**config.mk**
```make
export PLATFORM = sky130hd
export DESIGN_NAME = zycap_icap_stream_flat
export DESIGN_NICKNAME = d
export VERILOG_FILES = /design/src/rtl/zycap_pkg.sv /design/src/rtl/zycap_icap_stream_if.sv /design/src/rtl/zycap_icap_outreg.sv /design/src/rtl/zycap_icap_stream.sv /design/src/flat_wrapper.sv
export SDC_FILE = /design/constraint.sdc
export NUM_CORES = 1
export LEC_CHECK = 0
export ABC_AREA = 1
export CAP_MARGIN = 10
export CORE_MARGIN = 2
export CORE_UTILIZATION = 31
export CTS_BUF_LIST = sky130_fd_sc_hd__clkbuf_16
export DETAILED_ROUTE_END_ITERATION = 10
export PLACE_DENSITY = 0.78
export SYNTH_ARGS = -nofsm -noshare
export SYNTH_HDL_FRONTEND = slang
export SYNTH_SLANG_ARGS = --single-unit
```
**constraint.sdc**
```tcl
create_clock -name axis_aclk -period 1.54 [get_ports axis_aclk]
set_clock_uncertainty 0.15 [all_clocks]
set_input_delay 0.154 -clock axis_aclk [delete_from_list [all_inputs] [get_ports axis_aclk]]
set_output_delay 0.154 -clock axis_aclk [all_outputs]
set_load 0.01 [all_outputs]
```
**src/rtl/zycap_pkg.sv**
```systemverilog
// Shared types and helpers for the zycap ICAP stream path: FSM state
// encoding, ICAP word width, source limit and the per-byte bit swap that
// ICAPE3 expects on its write data.
package zycap_pkg;

  localparam int ICAP_WIDTH = 32;
  localparam int MAX_SRC    = 4;

  typedef enum logic [1:0] {
    IDLE  = 2'd0,
    PASS  = 2'd1,
    DROP  = 2'd2,
    ABORT = 2'd3
  } zycap_state_e;

  // ICAPE3 takes each configuration byte with its bit order reversed.
  function automatic logic [ICAP_WIDTH-1:0] bitswap32(input logic [ICAP_WIDTH-1:0] d);
    logic [ICAP_WIDTH-1:0] r;
    r = '0;
    for (int k = 0; k < 4; k++) begin
      for (int b = 0; b < 8; b++) begin
        r[8*k+b] = d[8*k+7-b];
      end
    end
    return r;
  endfunction

endpackage

```
**src/rtl/zycap_icap_stream_if.sv**
```systemverilog
// Bundle of the AXI-Stream bitstream sources and the ICAPE3 port.
// slave is the stream/ICAP block's view, master is the surrounding system
// (sources plus the ICAP primitive).
interface zycap_icap_stream_if #(
  parameter int N_SRC = 4
);

  logic [N_SRC*zycap_pkg::ICAP_WIDTH-1:0] s_axis_tdata;
  logic [N_SRC-1:0]                       s_axis_tvalid;
  logic [N_SRC-1:0]                       s_axis_tlast;
  logic [N_SRC-1:0]                       s_axis_tready;

  logic                                   icap_csib;
  logic                                   icap_rdwrb;
  logic [zycap_pkg::ICAP_WIDTH-1:0]       icap_i;
  logic                                   icap_avail;
  logic                                   icap_prerror;

  modport slave (
    input  s_axis_tdata, s_axis_tvalid, s_axis_tlast,
    output s_axis_tready,
    output icap_csib, icap_rdwrb, icap_i,
    input  icap_avail, icap_prerror
  );

  modport master (
    output s_axis_tdata, s_axis_tvalid, s_axis_tlast,
    input  s_axis_tready,
    input  icap_csib, icap_rdwrb, icap_i,
    output icap_avail, icap_prerror
  );

endinterface

```
**src/rtl/zycap_icap_outreg.sv**
```systemverilog
// One-word output register in front of ICAPE3. Holds the word until the
// primitive signals avail; chip select goes low only in the writing cycle.
module zycap_icap_outreg #(
  parameter int DATA_WIDTH = 32
) (
  input  logic                  clk,
  input  logic                  rst_n,
  input  logic                  load,
  input  logic [DATA_WIDTH-1:0] load_data,
  input  logic                  icap_avail,
  output logic                  out_valid,
  output logic [DATA_WIDTH-1:0] icap_i,
  output logic                  icap_csib
);

  logic write_now;

  assign write_now = out_valid & icap_avail;
  assign icap_csib = ~write_now;

  // Load a new word (the top only loads when the slot is free or emptying), otherwise clear valid once written.
  always_ff @(posedge clk or negedge rst_n) begin
    if (!rst_n) begin
      out_valid <= 1'b0;
      icap_i    <= '0;
    end else if (load) begin
      out_valid <= 1'b1;
      icap_i    <= load_data;
    end else if (write_now) begin
      out_valid <= 1'b0;
    end
  end

endmodule

```
**src/rtl/zycap_icap_stream.sv**
```systemverilog
// Per-packet source selection, drop/abort handling and ICAP write path.
// The FSM picks a source at packet start and owns it until tlast; words in
// PASS are bit-swapped into the output register, DROP/ABORT discard beats.
module zycap_icap_stream
  import zycap_pkg::*;
#(
  parameter int N_SRC      = 4,
  parameter int DATA_WIDTH = 32
) (
  input  logic               axis_aclk,
  input  logic               axis_aresetn,
  input  logic               zycap_axis_mux_en,
  input  logic               zycap_axis_mux_drop,
  input  logic [1:0]         zycap_axis_mux_sel,
  input  logic               zycap_icap_rw,
  output logic               zycap_icap_err_status,
  zycap_icap_stream_if.slave bus
);

  zycap_state_e          state, state_next;
  logic [1:0]            cur_sel;
  logic                  latch_sel;
  logic                  ready_cur;
  logic                  load;
  logic [MAX_SRC-1:0]    tvalid_pad;
  logic [MAX_SRC-1:0]    tlast_pad;
  logic                  sel_ok;
  logic                  sel_valid;
  logic                  cur_valid;
  logic                  cur_last;
  logic [DATA_WIDTH-1:0] cur_data;
  logic [N_SRC-1:0]      ready_vec;
  logic                  out_valid;
  logic [DATA_WIDTH-1:0] out_word;
  logic                  out_csib;
  logic                  rdwrb_q;

  assign tvalid_pad = MAX_SRC'(bus.s_axis_tvalid);
  assign tlast_pad  = MAX_SRC'(bus.s_axis_tlast);
  assign sel_ok     = int'(zycap_axis_mux_sel) < N_SRC;
  assign sel_valid  = sel_ok & tvalid_pad[zycap_axis_mux_sel];
  assign cur_valid  = tvalid_pad[cur_sel];
  assign cur_last   = tlast_pad[cur_sel];

  // Data mux for the source owned by the current packet.
  always_comb begin
    cur_data = '0;
    for (int k = 0; k < N_SRC; k++) begin
      if (cur_sel == 2'(k)) cur_data = bus.s_axis_tdata[DATA_WIDTH*k +: DATA_WIDTH];
    end
  end

  // Next-state, per-packet ready and output-register load decisions.
  always_comb begin
    state_next = state;
    latch_sel  = 1'b0;
    ready_cur  = 1'b0;
    load       = 1'b0;
    case (state)
      IDLE: begin
        if (zycap_axis_mux_en && sel_valid) begin
          if (zycap_axis_mux_drop) begin
            latch_sel  = 1'b1;
            state_next = DROP;
          end else if (!zycap_icap_rw) begin
            latch_sel  = 1'b1;
            state_next = PASS;
          end
        end
      end
      PASS: begin
        if (!zycap_axis_mux_en) begin
          state_next = ABORT;
        end else begin
          ready_cur = ~out_valid | bus.icap_avail;
          load      = ready_cur & cur_valid;
          if (load && cur_last) state_next = IDLE;
        end
      end
      DROP, ABORT: begin
        ready_cur = 1'b1;
        if (cur_valid && cur_last) state_next = IDLE;
      end
      default: state_next = IDLE;
    endcase
  end

  // Only the owned source ever sees ready.
  always_comb begin
    ready_vec = '0;
    for (int k = 0; k < N_SRC; k++) begin
      ready_vec[k] = ready_cur && (cur_sel == 2'(k));
    end
  end

  // State register and the source latched at packet start.
  always_ff @(posedge axis_aclk or negedge axis_aresetn) begin
    if (!axis_aresetn) begin
      state   <= IDLE;
      cur_sel <= '0;
    end else begin
      state <= state_next;
      if (latch_sel) cur_sel <= zycap_axis_mux_sel;
    end
  end

  // Read/write direction only follows the control bit between packets with the output drained.
  always_ff @(posedge axis_aclk or negedge axis_aresetn) begin
    if (!axis_aresetn) begin
      rdwrb_q <= 1'b0;
    end else if (state == IDLE && !out_valid) begin
      rdwrb_q <= zycap_icap_rw;
    end
  end

  // Sticky PR error: any prerror sets it, clearing waits for software to disable the path while idle.
  always_ff @(posedge axis_aclk or negedge axis_aresetn) begin
    if (!axis_aresetn) begin
      zycap_icap_err_status <= 1'b0;
    end else if (bus.icap_prerror) begin
      zycap_icap_err_status <= 1'b1;
    end else if (state == IDLE && !zycap_axis_mux_en) begin
      zycap_icap_err_status <= 1'b0;
    end
  end

  zycap_icap_outreg #(
    .DATA_WIDTH (DATA_WIDTH)
  ) u_outreg (
    .clk        (axis_aclk),
    .rst_n      (axis_aresetn),
    .load       (load),
    .load_data  (bitswap32(cur_data)),
    .icap_avail (bus.icap_avail),
    .out_valid  (out_valid),
    .icap_i     (out_word),
    .icap_csib  (out_csib)
  );

  assign bus.s_axis_tready = ready_vec;
  assign bus.icap_i        = out_word;
  assign bus.icap_csib     = out_csib;
  assign bus.icap_rdwrb    = rdwrb_q;

endmodule

```
**src/flat_wrapper.sv**
```systemverilog
// flat-port wrapper written by rule: the top's interface ports become plain ports
module zycap_icap_stream_flat import zycap_pkg::*;
#(
  parameter int N_SRC      = 4,
  parameter int DATA_WIDTH = 32
)
  (axis_aclk, axis_aresetn, zycap_axis_mux_en, zycap_axis_mux_drop, zycap_axis_mux_sel, zycap_icap_rw, zycap_icap_err_status, bus_s_axis_tdata, bus_s_axis_tvalid, bus_s_axis_tlast, bus_s_axis_tready, bus_icap_csib, bus_icap_rdwrb, bus_icap_i, bus_icap_avail, bus_icap_prerror);
  zycap_icap_stream_if #(.N_SRC(N_SRC)) bus_i ();
  input  logic axis_aclk;
  input  logic axis_aresetn;
  input  logic zycap_axis_mux_en;
  input  logic zycap_axis_mux_drop;
  input  logic [1:0] zycap_axis_mux_sel;
  input  logic zycap_icap_rw;
  output logic zycap_icap_err_status;
  input wire logic [$bits(bus_i.s_axis_tdata)-1:0] bus_s_axis_tdata;
  input wire logic [$bits(bus_i.s_axis_tvalid)-1:0] bus_s_axis_tvalid;
  input wire logic [$bits(bus_i.s_axis_tlast)-1:0] bus_s_axis_tlast;
  output wire logic [$bits(bus_i.s_axis_tready)-1:0] bus_s_axis_tready;
  output wire logic [$bits(bus_i.icap_csib)-1:0] bus_icap_csib;
  output wire logic [$bits(bus_i.icap_rdwrb)-1:0] bus_icap_rdwrb;
  output wire logic [$bits(bus_i.icap_i)-1:0] bus_icap_i;
  input wire logic [$bits(bus_i.icap_avail)-1:0] bus_icap_avail;
  input wire logic [$bits(bus_i.icap_prerror)-1:0] bus_icap_prerror;
  assign bus_i.s_axis_tdata = bus_s_axis_tdata;
  assign bus_i.s_axis_tvalid = bus_s_axis_tvalid;
  assign bus_i.s_axis_tlast = bus_s_axis_tlast;
  assign bus_s_axis_tready = bus_i.s_axis_tready;
  assign bus_icap_csib = bus_i.icap_csib;
  assign bus_icap_rdwrb = bus_i.icap_rdwrb;
  assign bus_icap_i = bus_i.icap_i;
  assign bus_i.icap_avail = bus_icap_avail;
  assign bus_i.icap_prerror = bus_icap_prerror;
  zycap_icap_stream #(.N_SRC(N_SRC), .DATA_WIDTH(DATA_WIDTH)) u_core (.axis_aclk(axis_aclk), .axis_aresetn(axis_aresetn), .zycap_axis_mux_en(zycap_axis_mux_en), .zycap_axis_mux_drop(zycap_axis_mux_drop), .zycap_axis_mux_sel(zycap_axis_mux_sel), .zycap_icap_rw(zycap_icap_rw), .zycap_icap_err_status(zycap_icap_err_status), .bus(bus_i));
endmodule
```
Word level (Yosys, flattened, before mapping)
Cells that the tools add are included.
{ "word_totals": {"register_bits": 39, "latch_bits": 0, "ramBits": 0, "mem_bits_ro": 0, "input_bits": 145, "output_inout_bits": 39, "wordCells": 69, "mem_count": 0} }
{ "classes": {"addsub": 0, "mul": 0, "n_div": 0, "n_lt_le_gt_ge": 2, "n_eq_ne": 10, "n_shift": 0, "muxes": 29, "bitwise": 5, "reduce_logical": 17} }
{ "ops": {"columns": ["op", "n"], "rows": [
  ["two-way mux 32 bit", 4],
  ["two-way mux 1 bit", 14],
  ["two-way mux 2 bit", 6],
  ["logical AND 1 bit", 9],
  ["equality test 2 bit (second input constant)", 4],
  ["binary-select mux 1 bit (select 2 bit)", 3],
  ["less-than comparator 2 x 3 -> 1 bit (second input constant)", 2],
  ["one-hot mux 2 bit (3 select lines)", 1],
  ["equality test 2 x 1 -> 1 bit (second input constant)", 2],
  ["zero test 2 bit", 2],
  ["!= test 2 x 1 -> 1 bit (second input constant)", 2],
  ["AND reduction 4 bit", 1],
  ["nonzero test 2 bit", 2],
  ["!= test 3 x 2 -> 1 bit (second input constant)", 1],
  ["!= test 3 bit (second input constant)", 1],
  ["bitwise AND 1 bit", 2],
  ["zero test 1 bit", 2],
  ["inverter 1 bit", 2],
  ["one-hot mux 1 bit (2 select lines)", 1],
  ["OR reduction 2 bit", 1],
  ["OR 1 bit", 1]
]} }

Depth between registers and ports, before layout
{ "depth": {"ltp_word": 7, "depth_mapped": 10} }

By module
A second synthesis with hierarchy kept.
{ "unflattened": {"cells_unflattened": 382, "area_unflattened_um2": 2557.5} }
{ "modules_own_cells": {"columns": ["module", "instances", "cells_per_inst", "area_per_inst_um2"], "rows": [
  ["zycap_icap_outreg", 1, 141, 1330.0],
  ["zycap_icap_stream", 1, 241, 1227.4]
]} }

Worst setup path before layout
No wires, ideal clock.
{ "synth_timing": {"path_type": "reg-to-reg", "from": "register u_core.cur_sel[1]", "to": "register u_core.u_outreg.icap_i[10]", "t_arrival_ns": 1.273, "path_slack_ns": -0.006, "path_stages_with_launch": 10, "period_less_slack_ns": 1.546, "path_cell_list": "dfrtp_1 > buf_2 > inv_2 > nand2_1 > a21oi_1 > nand2_1 > buf_4 > buf_4 > nand2_1 > o21ai_1"} }
{ "synth_between": {"elab_chain_cells": 5, "word_cells_on_any_way": 13} }
{ "synth_lines": {"columns": ["item", "line_no", "text"], "rows": [
  ["start, declared", "zycap_icap_stream.sv:21", "logic [1:0] cur_sel;"],
  ["start signal, assigned", "zycap_icap_stream.sv:103", "if (latch_sel) cur_sel <= zycap_axis_mux_sel;"],
  ["binary-select mux 1 bit (select 2 bit) / zero test 2 bit (equally long branches)", "zycap_icap_stream.sv:42, zycap_icap_stream.sv:49", null],
  ["two-way mux 1 bit (implied by the code) / two-way mux 32 bit (equally long branches)", "zycap_icap_stream.sv:42, zycap_icap_stream.sv:49", null],
  ["bitwise AND 1 bit / two-way mux 32 bit (equally long branches)", "zycap_icap_stream.sv:76, zycap_icap_stream.sv:49", null],
  ["two-way mux 1 bit / two-way mux 32 bit (equally long branches)", "zycap_icap_stream.sv:72, zycap_icap_stream.sv:49", null],
  ["two-way mux 1 bit / two-way mux 32 bit (equally long branches)", "zycap_icap_stream.sv:59, zycap_icap_stream.sv:49", null],
  ["end signal, assigned", "zycap_icap_outreg.sv:28", "icap_i <= load_data;"],
  ["end, declared", "zycap_icap_outreg.sv:12", "output logic [DATA_WIDTH-1:0] icap_i,"]
]} }
Parallel ways exist; a longest one is shown, timed or not. The select of a mux whose other input is x is not followed.
A chain may end at the register's enable or synchronous reset.

Final worst setup path
{ "layout_timing": {"from": "register u_core.u_outreg.out_valid", "to": "output bus_s_axis_tready[1]"} }
{ "layout_between": {"elab_chain_cells": 5} }
{ "layout_lines": {"columns": ["item", "line_no", "text"], "rows": [
  ["start, declared", "zycap_icap_outreg.sv:11", "output logic out_valid,"],
  ["start signal, assigned", "zycap_icap_outreg.sv:24", "out_valid <= 1'b0;"],
  ["start signal, assigned", "zycap_icap_outreg.sv:27", "out_valid <= 1'b1;"],
  ["start signal, assigned", "zycap_icap_outreg.sv:30", "out_valid <= 1'b0;"],
  ["inverter 1 bit", "zycap_icap_stream.sv:75", "ready_cur = ~out_valid | bus.icap_avail;"],
  ["OR 1 bit", "zycap_icap_stream.sv:75", null],
  ["two-way mux 1 bit", "zycap_icap_stream.sv:72", "if (!zycap_axis_mux_en) begin"],
  ["one-hot mux 1 bit (2 select lines)", "zycap_icap_stream.sv:59", "case (state)"],
  ["logical AND 1 bit", "zycap_icap_stream.sv:92", "ready_vec[k] = ready_cur && (cur_sel == 2'(k));"],
  ["end, declared", "flat_wrapper.sv:19", "output wire logic [$bits(bus_i.s_axis_tready)-1:0] bus_s_axis_tready;"]
]} }
Every way passes these cells.

==> flow_summary.json <==
{
  "outcome": "finished with violations",
  "violations": "negative setup slack",
  "ant_nets": 0,
  "grt_max_degree": 34,
  "syn2layout_area_growth_pct": 96.9,
  "pwr-share-clk_pct": 12.6,
  "tritoncts": "yes",
  "cp-startpoint": "u_core.u_outreg.out_valid",
  "worstMarginPinSlew_ns": 0.461,
  "synth_top_family_by_area": "simple AND/OR/NAND/NOR gates",
  "dieWidth_um": 92.7,
  "synthArstFlopShare_pct": 100,
  "synth-adder-area-share_pct": 0,
  "fmax_ghz": 0.628,
  "synth.most_common_cell": "nand2_1",
  "synth_area_um2": 2440,
  "crit_arrival_ns": 1.29,
  "h-tree-depth": 2,
  "drc": 0,
  "pwr-share-comb_pct": 64.0,
  "p_switching_uw": 3080,
  "synthTopCellsByArea": "dfrtp_1, nand2_1, nand3_1",
  "leakagePower_uw": 0.00211,
  "cp.required_ns": 1.24,
  "synthFlopType": "dfrtp_1",
  "ir_worst_vdd_v": 0.000737,
  "initial_utilization_pct": 31.7,
  "overflow": 0,
  "r2r-start": "u_core.cur_sel[0]",
  "synth_compound_area_share_pct": 15.2,
  "ff2ff_setup_slack_ns": -0.04,
  "die_y_um": 92.7,
  "drtIter0Drc": 95,
  "synth_commonest_cells": "nand2_1, nand3_1, dfrtp_1, a21oi_1, o21ai_1",
  "syn_area_per_cell_um2": 6.72,
  "met2_length_um": 4850,
  "synth_xor_area_share_pct": 0,
  "dr_total_vias": 3280,
  "stdcell_area_um2": 4800,
  "first_pass_iters": 4,
  "rr_worst_depth": 9,
  "final.period_utilization_pct": 103,
  "crit_end": "bus_s_axis_tready[1]",
  "dp_cells": 654,
  "clockBufferDepth": 2,
  "top_layer": "met4",
  "cp_max_fo": 4,
  "num_io_pins": 184,
  "cts.sinks": 39,
  "critical_path_class": "register to output port",
  "p_per_area_nw_per_um2": 1580,
  "setup_violations": 36,
  "worstSetupEndpointType": "output port",
  "yosys-mux-area-fraction_pct": 0,
  "vias_per_cell": 4.92,
  "finalHoldViolations": 0,
  "syn_nets": 508,
  "synth_edf_count": 0,
  "dpl.hpwl_um": 7370,
  "finalCriticalPeriod_ns": 1.59,
  "post_drt_wl_per_cell_um": 14.1,
  "clk_latency_ns": 0.27,
  "intPower_uw": 4510,
  "max-cap-violations": 0,
  "drt-total-wl_um": 9380,
  "grt_pass1_wl_um": 14200,
  "cts_buffers": 5,
  "ys_types": 19,
  "drive_above_1_share_pct": 12.6,
  "sequentialPowerShare_pct": 23.4,
  "grt_antenna_before_repair": 0,
  "synth_top_area_share_pct": 40.0,
  "num_antenna_cells": 0,
  "cts_root_buf": "clkbuf_16",
  "rsz0062_at_grt": "true",
  "dieArea_um2": 8590,
  "placed_area_um2": 4550,
  "seq_area_frac_synth_pct": 40.0,
  "met1Wirelength_um": 3540,
  "synthSimpleGateAreaFrac_pct": 37.4,
  "crit_path_start_kind": "register",
  "synth-seq-cells": 39,
  "port_buffers": 183,
  "clk_pin_slew_worst_paths_ns": 0.06,
  "slew-limit-headroom_pct": 69.2,
  "slew_viol_final": 0,
  "hp-class": "input port to async pin",
  "r2r-end": "u_core.u_outreg.icap_i[10]",
  "final_cells": 667,
  "sw_frac_of_total_pct": 40.6,
  "setup_ws_ns": -0.0528,
  "synth_top_cell_by_area": "dfrtp_1",
  "synth_cells": 363,
  "fp.coreArea_um2": 7690,
  "grt_pass1_vias": 3120,
  "met3_length_um": 848,
  "fp-row-count": 32,
  "yosys_warnings": 0,
  "p_total_uw": 7590,
  "final.fill_count": 673,
  "gp_congestion": 0.840,
  "nNetsFinal": 709,
  "track_usage_pct": 20.7
}
==> how the worst min path moves through the flow <==
stage | end | cells past startpoint | slack [ns] | start
floorplan | u_core.bus.icap_rdwrb | 0 | -0.29 | axis_aresetn
global placement | u_core.u_outreg.icap_i[13] | 1 | -0.03 | axis_aresetn
detailed placement | u_core.u_outreg.icap_i[13] | 1 | -0.02 | axis_aresetn
CTS | u_core.u_outreg.icap_i[13] | 2 | 0.24 | axis_aresetn
global route | u_core.u_outreg.icap_i[15] | 2 | 0.26 | axis_aresetn
finish | u_core.u_outreg.icap_i[13] | 2 | 0.23 | axis_aresetn
==> timing repair <==
item	4_1_cts	5_1_grt
endpoints found under the setup margin	40	41
hold buffers	1	0
gates resized for setup	32	15
gates cloned	0	0
pin swaps	3	5
setup buffers	3	1
hold endpoints to repair	17	0
==> sequential cells by signal, indices dropped and copies added, names as in the netlist <==
| signal | count |
|---|---|
| u_core.u_outreg.icap_i | 32 |
| u_core.cur_sel | 2 |
| u_core.state | 2 |
| u_core.bus.icap_rdwrb | 1 |
| u_core.u_outreg.out_valid | 1 |
| u_core.zycap_icap_err_status | 1 |
==> cell families (layout without fill, tap and decap cells) <==
| family | after synthesis | in the layout |
|---|---|---|
| simple gates | 216 | 216 |
| flops | 39 | 39 |
| buf+inv | 34 | 236 |
| compound gates | 74 | 74 |
==> critical path: stages, from the launching register on <==
cell and delay (ns):
dfrtp_1 0.37, inv_2 0.06, nor2_4 0.11, inv_2 0.06, a31oi_4 0.20, nor3_1 0.07, buf_2 0.14
==> cell type report <==
class,instances,area (um2),share of cell area (%)
sequential,39,978,20.4
tap,102,128,2.66
inverter,10,40.0,0.834
timing repair buffer,218,2160,44.9
clock inverter,3,12.5,0.261
multi-input combinational,290,1360,28.4
clock buffer,5,125,2.61
==> routing by layer <==
metal / track usage, % / vias to the layer above
met1: 21.6 / 1510
met5: 0 / -
li1: - / 1621
met3: 5.94 / 13
met2: 40.1 / 136
met4: 5.76 / 0
==> power groups by stage <==
stage / registers (uW) / clock network (uW) / logic, uW
finish: 1780 / 957 / 4850
global route: 1840 / 1040 / 5320
CTS: 1780 / 992 / 4740
detailed placement: 1800 / 0 / 4610
global placement: 1790 / 0 / 4530
floorplan: 1950 / 0 / 2130
==> stage by stage <==
stage	hold slack, ns	TNS [ns]	setup WS, ns	utilization (%)
5_1_grt	0.260	-4.53	-0.144	62.5
6_report	0.228	-1.05	-0.0528	62.5
2_1_floorplan	-0.292	0	0.0126	-
3_5_place_dp	-0.0166	-8.77	-0.488	59.1
4_1_cts	0.241	-0.754	-0.0644	61.7
3_3_place_gp	-0.0253	-7.78	-0.468	59.1
==> placed cells by master, fill, tap and decap left out <==
master	synthesis	layout
o21ai_0	6	5
buf_2	14	5
buf_4	3	24
dfrtp_1	39	37
buf_8	0	1
nor3_2	0	2
nor3_1	3	1
inv_2	3	4
o21ai_1	32	33
inv_1	7	7
nand3_1	68	67
nand2_1	135	127
a21oi_1	35	32
dfrtp_2	0	2
a21oi_2	0	3
nor2_2	1	2
a31oi_4	0	1
nand3_2	0	1
nand2_2	0	8
dlygate4sd3_1	0	1
nand4_1	2	2
dlygate4sd2_1	0	1
nand3b_1	1	1
inv_4	0	1
nor2_1	6	3
nor2_4	0	2
buf_6	3	4
buf_12	0	5
clkbuf_16	0	5
clkdlybuf4s50_1	0	177
clkinv_2	0	1
No activity file was read; power rests on OpenSTA's default activity.
